### config.mk
export PLATFORM = sky130hd
export DESIGN_NAME = keypad_scanner
export DESIGN_NICKNAME = d
export VERILOG_FILES = /design/src/rtl/keypad_pkg.sv /design/src/rtl/keypad_scanner_scan_tick.sv /design/src/rtl/keypad_scanner.sv
export SDC_FILE = /design/constraint.sdc
export NUM_CORES = 1
export LEC_CHECK = 0
export ABC_AREA = 0
export CAP_MARGIN = 30
export CELL_PAD_IN_SITES_DETAIL_PLACEMENT = 2
export CELL_PAD_IN_SITES_GLOBAL_PLACEMENT = 2
export CORE_MARGIN = 5
export CORE_UTILIZATION = 38
export CTS_CLUSTER_SIZE = 28
export DETAILED_ROUTE_END_ITERATION = 8
export GPL_ROUTABILITY_DRIVEN = 0
export PLACE_DENSITY = 0.91
export SYNTH_ARGS = -nofsm -noshare
export SYNTH_HDL_FRONTEND = slang
export SYNTH_SLANG_ARGS = --single-unit
### constraint.sdc
create_clock -name i_clock -period 8.15 [get_ports i_clock]
set_input_delay 1.63 -clock i_clock [delete_from_list [all_inputs] [get_ports i_clock]]
set_output_delay 1.63 -clock i_clock [all_outputs]
set_load 0.05 [all_outputs]
### src/rtl/keypad_pkg.sv
// Shared types and lookup helpers for the 4x4 matrix keypad scanner.
package keypad_pkg;

    typedef enum logic [1:0] {StIdle, StDebounce, StPressed, StRelease} state_t;

    // Active-low column drive patterns, entry 0 in the low nibble.
    localparam logic [15:0] COL_PATTERN = 16'h7BDE;

    // Nibble at index row*4+col is the hex legend of that key.
    localparam logic [63:0] KEY_TABLE = 64'hDEF0_C987_B654_A321;

    function automatic logic [3:0] col_pattern(input logic [1:0] idx);
        int base;
        base = 4 * int'(idx);
        return COL_PATTERN[base +: 4];
    endfunction

    function automatic logic [3:0] key_map(input logic [1:0] row, input logic [1:0] col);
        int base;
        base = 4 * int'({row, col});
        return KEY_TABLE[base +: 4];
    endfunction

endpackage

### src/rtl/keypad_scanner_scan_tick.sv
// Free-running dwell counter; o_tick is high in the last cycle of every SCAN_RATIO-cycle dwell.
module scan_tick #(
    parameter int unsigned SCAN_RATIO = 2048
) (
    input  logic i_clock,
    input  logic i_reset,
    output logic o_tick
);

    logic [15:0] r_count;

    assign o_tick = (r_count == 16'(SCAN_RATIO - 1));

    always_ff @(posedge i_clock) begin
        if (!i_reset) begin
            r_count <= '0;
        end else if (o_tick) begin
            r_count <= '0;
        end else begin
            r_count <= r_count + 16'd1;
        end
    end

endmodule

### src/rtl/keypad_scanner.sv
// 4x4 keypad scanner: column scan, per-frame key classification, frame-level debounce and
// a 4-digit shift register of accepted keys.
module keypad_scanner
    import keypad_pkg::*;
#(
    parameter int unsigned SCAN_RATIO      = 2048,
    parameter int unsigned DEBOUNCE_FRAMES = 4
) (
    input  logic        i_clock,
    input  logic        i_reset,
    input  logic [3:0]  i_row,
    input  logic        i_clear,
    output logic [3:0]  o_column,
    output logic [3:0]  o_key_code,
    output logic        o_key_valid,
    output logic        o_key_held,
    output logic [15:0] o_digits
);

    logic        w_tick;
    logic        w_frame_end;
    logic [3:0]  r_row_meta;
    logic [3:0]  r_row_sync;
    logic [1:0]  r_col_idx;
    logic [1:0]  r_acc_cnt;
    logic [3:0]  r_acc_code;
    logic [2:0]  w_col_cnt;
    logic [1:0]  w_col_row;
    logic [2:0]  w_tot;
    logic [3:0]  w_code;
    logic        w_single;
    logic        w_none;
    state_t      r_state;
    state_t      w_state_d;
    logic [3:0]  r_dcnt;
    logic [3:0]  w_dcnt_d;
    logic [3:0]  w_dcnt_inc;
    logic [3:0]  r_cand;
    logic [3:0]  w_cand_d;
    logic        w_accept;
    logic        r_key_valid;
    logic [3:0]  r_key_code;
    logic [15:0] r_digits;

    scan_tick #(
        .SCAN_RATIO(SCAN_RATIO)
    ) u_scan_tick (
        .i_clock(i_clock),
        .i_reset(i_reset),
        .o_tick (w_tick)
    );

    assign w_frame_end = w_tick && (r_col_idx == 2'd3);

    // Pressed keys in the current column, combined with earlier columns of this frame.
    always_comb begin
        w_col_cnt = 3'd0;
        w_col_row = 2'd0;
        for (int r = 3; r >= 0; r--) begin
            if (!r_row_sync[r]) begin
                w_col_cnt = w_col_cnt + 3'd1;
                w_col_row = 2'(r);
            end
        end
        w_tot    = {1'b0, r_acc_cnt} + w_col_cnt;
        w_code   = (r_acc_cnt == 2'd0) ? key_map(w_col_row, r_col_idx) : r_acc_code;
        w_single = (w_tot == 3'd1);
        w_none   = (w_tot == 3'd0);
    end

    always_ff @(posedge i_clock) begin
        if (!i_reset) begin
            r_row_meta <= 4'hF;
            r_row_sync <= 4'hF;
            r_col_idx  <= 2'd0;
            r_acc_cnt  <= 2'd0;
            r_acc_code <= 4'd0;
        end else begin
            r_row_meta <= i_row;
            r_row_sync <= r_row_meta;
            if (w_tick) begin
                r_col_idx <= r_col_idx + 2'd1;
                if (w_frame_end) begin
                    r_acc_cnt  <= 2'd0;
                    r_acc_code <= 4'd0;
                end else begin
                    r_acc_cnt  <= (w_tot >= 3'd2) ? 2'd2 : w_tot[1:0];
                    r_acc_code <= w_code;
                end
            end
        end
    end

    always_ff @(posedge i_clock) begin
        if (!i_reset) begin
            r_state <= StIdle;
            r_dcnt  <= 4'd0;
            r_cand  <= 4'd0;
        end else begin
            r_state <= w_state_d;
            r_dcnt  <= w_dcnt_d;
            r_cand  <= w_cand_d;
        end
    end

    assign w_dcnt_inc = (r_dcnt == 4'hF) ? r_dcnt : r_dcnt + 4'd1;

    always_comb begin
        w_state_d = r_state;
        w_dcnt_d  = r_dcnt;
        w_cand_d  = r_cand;
        w_accept  = 1'b0;
        if (w_frame_end) begin
            unique case (r_state)
                StIdle: begin
                    if (w_single) begin
                        w_cand_d = w_code;
                        if (DEBOUNCE_FRAMES == 1) begin
                            w_accept  = 1'b1;
                            w_state_d = StPressed;
                            w_dcnt_d  = 4'd0;
                        end else begin
                            w_state_d = StDebounce;
                            w_dcnt_d  = 4'd1;
                        end
                    end
                end
                StDebounce: begin
                    if (w_single && (w_code == r_cand)) begin
                        w_dcnt_d = w_dcnt_inc;
                        if (w_dcnt_inc >= 4'(DEBOUNCE_FRAMES)) begin
                            w_accept  = 1'b1;
                            w_state_d = StPressed;
                            w_dcnt_d  = 4'd0;
                        end
                    end else begin
                        w_state_d = StIdle;
                        w_dcnt_d  = 4'd0;
                    end
                end
                StPressed: begin
                    if (w_none) begin
                        w_state_d = (DEBOUNCE_FRAMES == 1) ? StIdle : StRelease;
                        w_dcnt_d  = (DEBOUNCE_FRAMES == 1) ? 4'd0 : 4'd1;
                    end
                end
                StRelease: begin
                    if (w_none) begin
                        w_dcnt_d = w_dcnt_inc;
                        if (w_dcnt_inc >= 4'(DEBOUNCE_FRAMES)) begin
                            w_state_d = StIdle;
                            w_dcnt_d  = 4'd0;
                        end
                    end else begin
                        w_state_d = StPressed;
                        w_dcnt_d  = 4'd0;
                    end
                end
                default: begin
                    w_state_d = StIdle;
                    w_dcnt_d  = 4'd0;
                end
            endcase
        end
    end

    // Clear takes priority over a same-edge shift; the pulse and code still update.
    always_ff @(posedge i_clock) begin
        if (!i_reset) begin
            r_key_valid <= 1'b0;
            r_key_code  <= 4'd0;
            r_digits    <= 16'd0;
        end else begin
            r_key_valid <= w_accept;
            if (w_accept) begin
                r_key_code <= w_code;
            end
            if (i_clear) begin
                r_digits <= 16'd0;
            end else if (w_accept) begin
                r_digits <= {r_digits[11:0], w_code};
            end
        end
    end

    always_comb begin
        o_column    = col_pattern(r_col_idx);
        o_key_held  = (r_state == StPressed) || (r_state == StRelease);
        o_key_valid = r_key_valid;
        o_key_code  = r_key_code;
        o_digits    = r_digits;
    end

endmodule

==> run summary <==
Max FO, Critical Path -> 21
nets -> 415
die span in x -> 102 um
pwr/cell area -> 165 nW/um^2
total grt overflow -> 0
Seq/Total Area, Yosys -> 38.8%
CP Class -> reg2reg
most frequent cell after synthesis -> dfxtp_1
commonest cells in the netlist -> 63 x dfxtp_1, 50 x nor2_1, 27 x nand2_1
Tot GR Track Use -> 19.0%
Routed Antenna Nets -> 0
dominant cell type by area after synthesis -> dfxtp_1
Total Power -> 628 uW
Post-Route WL -> 9460 um
Slew HR -> 32.5%
Most common cell on crit path -> ha_1
Avg Cell Area, Syn -> 8.87 sq um
dominant cells by area after synthesis -> dfxtp_1 39%, ha_1 5.8%, nor2_1 5.8%
Clock Tree Buf Depth -> 2
Starting Density -> 39.3%
type of origin of the critical path -> flop
hold slack -> 0.412 ns
Yosys warnings -> 0
Layout Skew -> 0.00580 ns
LEAKAGE -> 0.00155 uW
crit path DAT -> 4.56 ns
first-pass GRT wire length -> 15400 um
Ports -> 33
slowest CP cell -> a2111o_1
met1 usage -> 23.0%
final hold violations -> 0
ant diodes -> 0
CTS tree -> yes
GRT busiest layer -> met2
Setup violations, final -> 0
number of global-route vias before repair -> 3034
setup TNS -> 0 ns
share of layout cells above drive strength 1 -> 8.06%
Worst setup EP type -> flop
post-synth cell types -> 58
synthesized instance count -> 366
Hold WC Path Type -> reg2reg
worst slew pin tran -> 1.00 ns
max cap viols -> 0
First-pass DRT Iterations -> 4
die height -> 102 um
DRC violations left -> 0
grt met3 use -> 3.96%
initial antenna violation count -> 0
routed vias/inst -> 5.48
Layout area overhead -> 17.3%
share of flip-flops with an asynchronous set or reset -> 0%
RSZ-0062 raised after global routing -> false
Rows -> 33
Period minus WS final -> 4.33 ns
Post-CTS Hold Buffers -> 0
Peak VDD IR -> 0.0793 mV
top-area cell type share of the netlist area -> 38.8%
Final Cycle Share -> 53.1%
post-synthesis register bit count -> 63
Main synth FF type -> dfxtp_1
GRT met2 Usage -> 32.7%
DR WL/cell -> 18.8 um
post-DP HPWL -> 6670 um
# H-tree levels -> 3
Post-synth EDFFs -> 0
PortBufs -> 32
largest net degree at the start of global routing -> 22
# resized after CTS -> 0
# clock sinks -> 63
worst path required time -> 8.39 ns
Post-Syn Nets -> 389
Core Region -> 8260 sq um
Skew-Pair Late Insertion Delay -> 0.35 ns
number of CTS-inserted buffers -> 9
slowest cell delay on critical path -> 0.78 ns
crit path cell chain -> inv_1, ha_1, xnor2_1, ha_1, mux2_2, fa_1, xnor3_1, nor4b_2, nand4_1, a2111o_1, nand2b_1, o211a_1
die area -> 10500 sq um
Clock transition at path regs -> 0.07 ns
Max Slew Vio Count -> 0
status -> complete, no violations
synthesized cell area -> 3250 sq um
Post-CTS Setup Bufs -> 0
Root Driver -> clkbuf_8
initial DRC count -> 105
DR vias -> 2749
FMAX -> 0.231 GHz
==> flip-flops by register name (all words and copies together) (netlist names) <==
name                 count
o_digits                16
u_scan_tick.r_count     16
o_key_code               4
r_acc_code               4
r_cand                   4
r_dcnt                   4
r_row_meta               4
r_row_sync               4
r_acc_cnt                2
r_col_idx                2
r_state                  2
o_key_valid              1
==> per-stage QoR <==
stage               instances  utilization [%]  setup slack, ns  instance area, sq um
finish                    502             46.2             3.82                  3810
detailed placement        486             43.9             3.85                  3620
global route              502             46.2             3.61                  3810
CTS                       502             46.2             3.81                  3810
floorplan                 366                -             4.53                  3250
global placement          486             43.9             4.08                  3620
==> logic make-up (layout without fill, tap and decap cells) <==
| kind of cell | count (synthesis) | in the layout | synth area share, % |
|---|---|---|---|
| simple gates | 154 | 154 | 25.1 |
| fa+ha+maj | 16 | 16 | 6.39 |
| xor+xnor | 22 | 22 | 6.36 |
| mux | 25 | 25 | 7.97 |
| flops | 63 | 63 | 38.8 |
| buf+inv | 34 | 65 | 4.35 |
| compound gates | 52 | 52 | 11.0 |
==> path summary, 6_finish.rpt <==
path / startpoint / endpoint / slack (ns) / cells after the start
setup / recovery: r_row_sync[2]$_SDFF_PN1_ / o_key_code[1]$_SDFFE_PN0P_ / 3.82 / 12
hold / removal: r_row_meta[1]$_SDFF_PN1_ / r_row_sync[1]$_SDFF_PN1_ / 0.41 / 1
setup reg to reg: r_row_sync[2]$_SDFF_PN1_ / o_key_code[1]$_SDFFE_PN0P_ / 3.82 / 12
hold reg to reg: r_row_meta[1]$_SDFF_PN1_ / r_row_sync[1]$_SDFF_PN1_ / 0.41 / 1
==> final cells by class <==
class / count / area (sq um)
Timing Repair Buffer: 32 / 320
Fill cell: 908 / 4450
Clock inverter: 6 / 61.3
Clock buffer: 10 / 128
Sequential cell: 63 / 1260
Multi-Input combinational cell: 269 / 1850
Tap cell: 105 / 131
Inverter: 17 / 63.8
==> power by group <==
group	leakage, uW	internal (uW)	switching (uW)
clock	0.0000960	140	134
combinational	0.000946	16.0	24.3
sequential	0.000510	311	3.15
==> cells in the final DEF (no fill, tap or decap), drive strengths merged, types with 3 or more instances in the layout <==
cell           instances
a211o                  3
a21oi                 18
and2                   3
and3                   4
clkbuf                10
clkdlybuf4s50         32
clkinv                 5
dfxtp                 63
ha                    15
inv                   16
mux2                   7
mux2i                 18
nand2                 27
nand2b                18
nand3                 14
nand3b                 4
nand4                  7
nor2                  51
nor3                   9
nor4                   4
o211a                  4
o21ai                  8
or3                    3
xnor2                 12
xor2                   9
==> critical path: cells and delay by family (launching register included) <==
family / cells / cell delay [ns]
mux: 1 / 0.27
fa+ha+maj: 3 / 0.98
compound gates: 2 / 0.94
simple gates: 3 / 0.88
flops: 1 / 0.39
buf+inv: 1 / 0.07
xor+xnor: 2 / 0.68
==> per-layer routing <==
metal | vias up | part of all wire, % | wire, um
met5 | - | 0 | 0
met4 | 0 | 1.8 | 170
met3 | 15 | 3.1 | 294
met2 | 45 | 50 | 4680
met1 | 1376 | 46 | 4310
li1 | 1313 | - | -
Power figures use the tool's default switching activity.
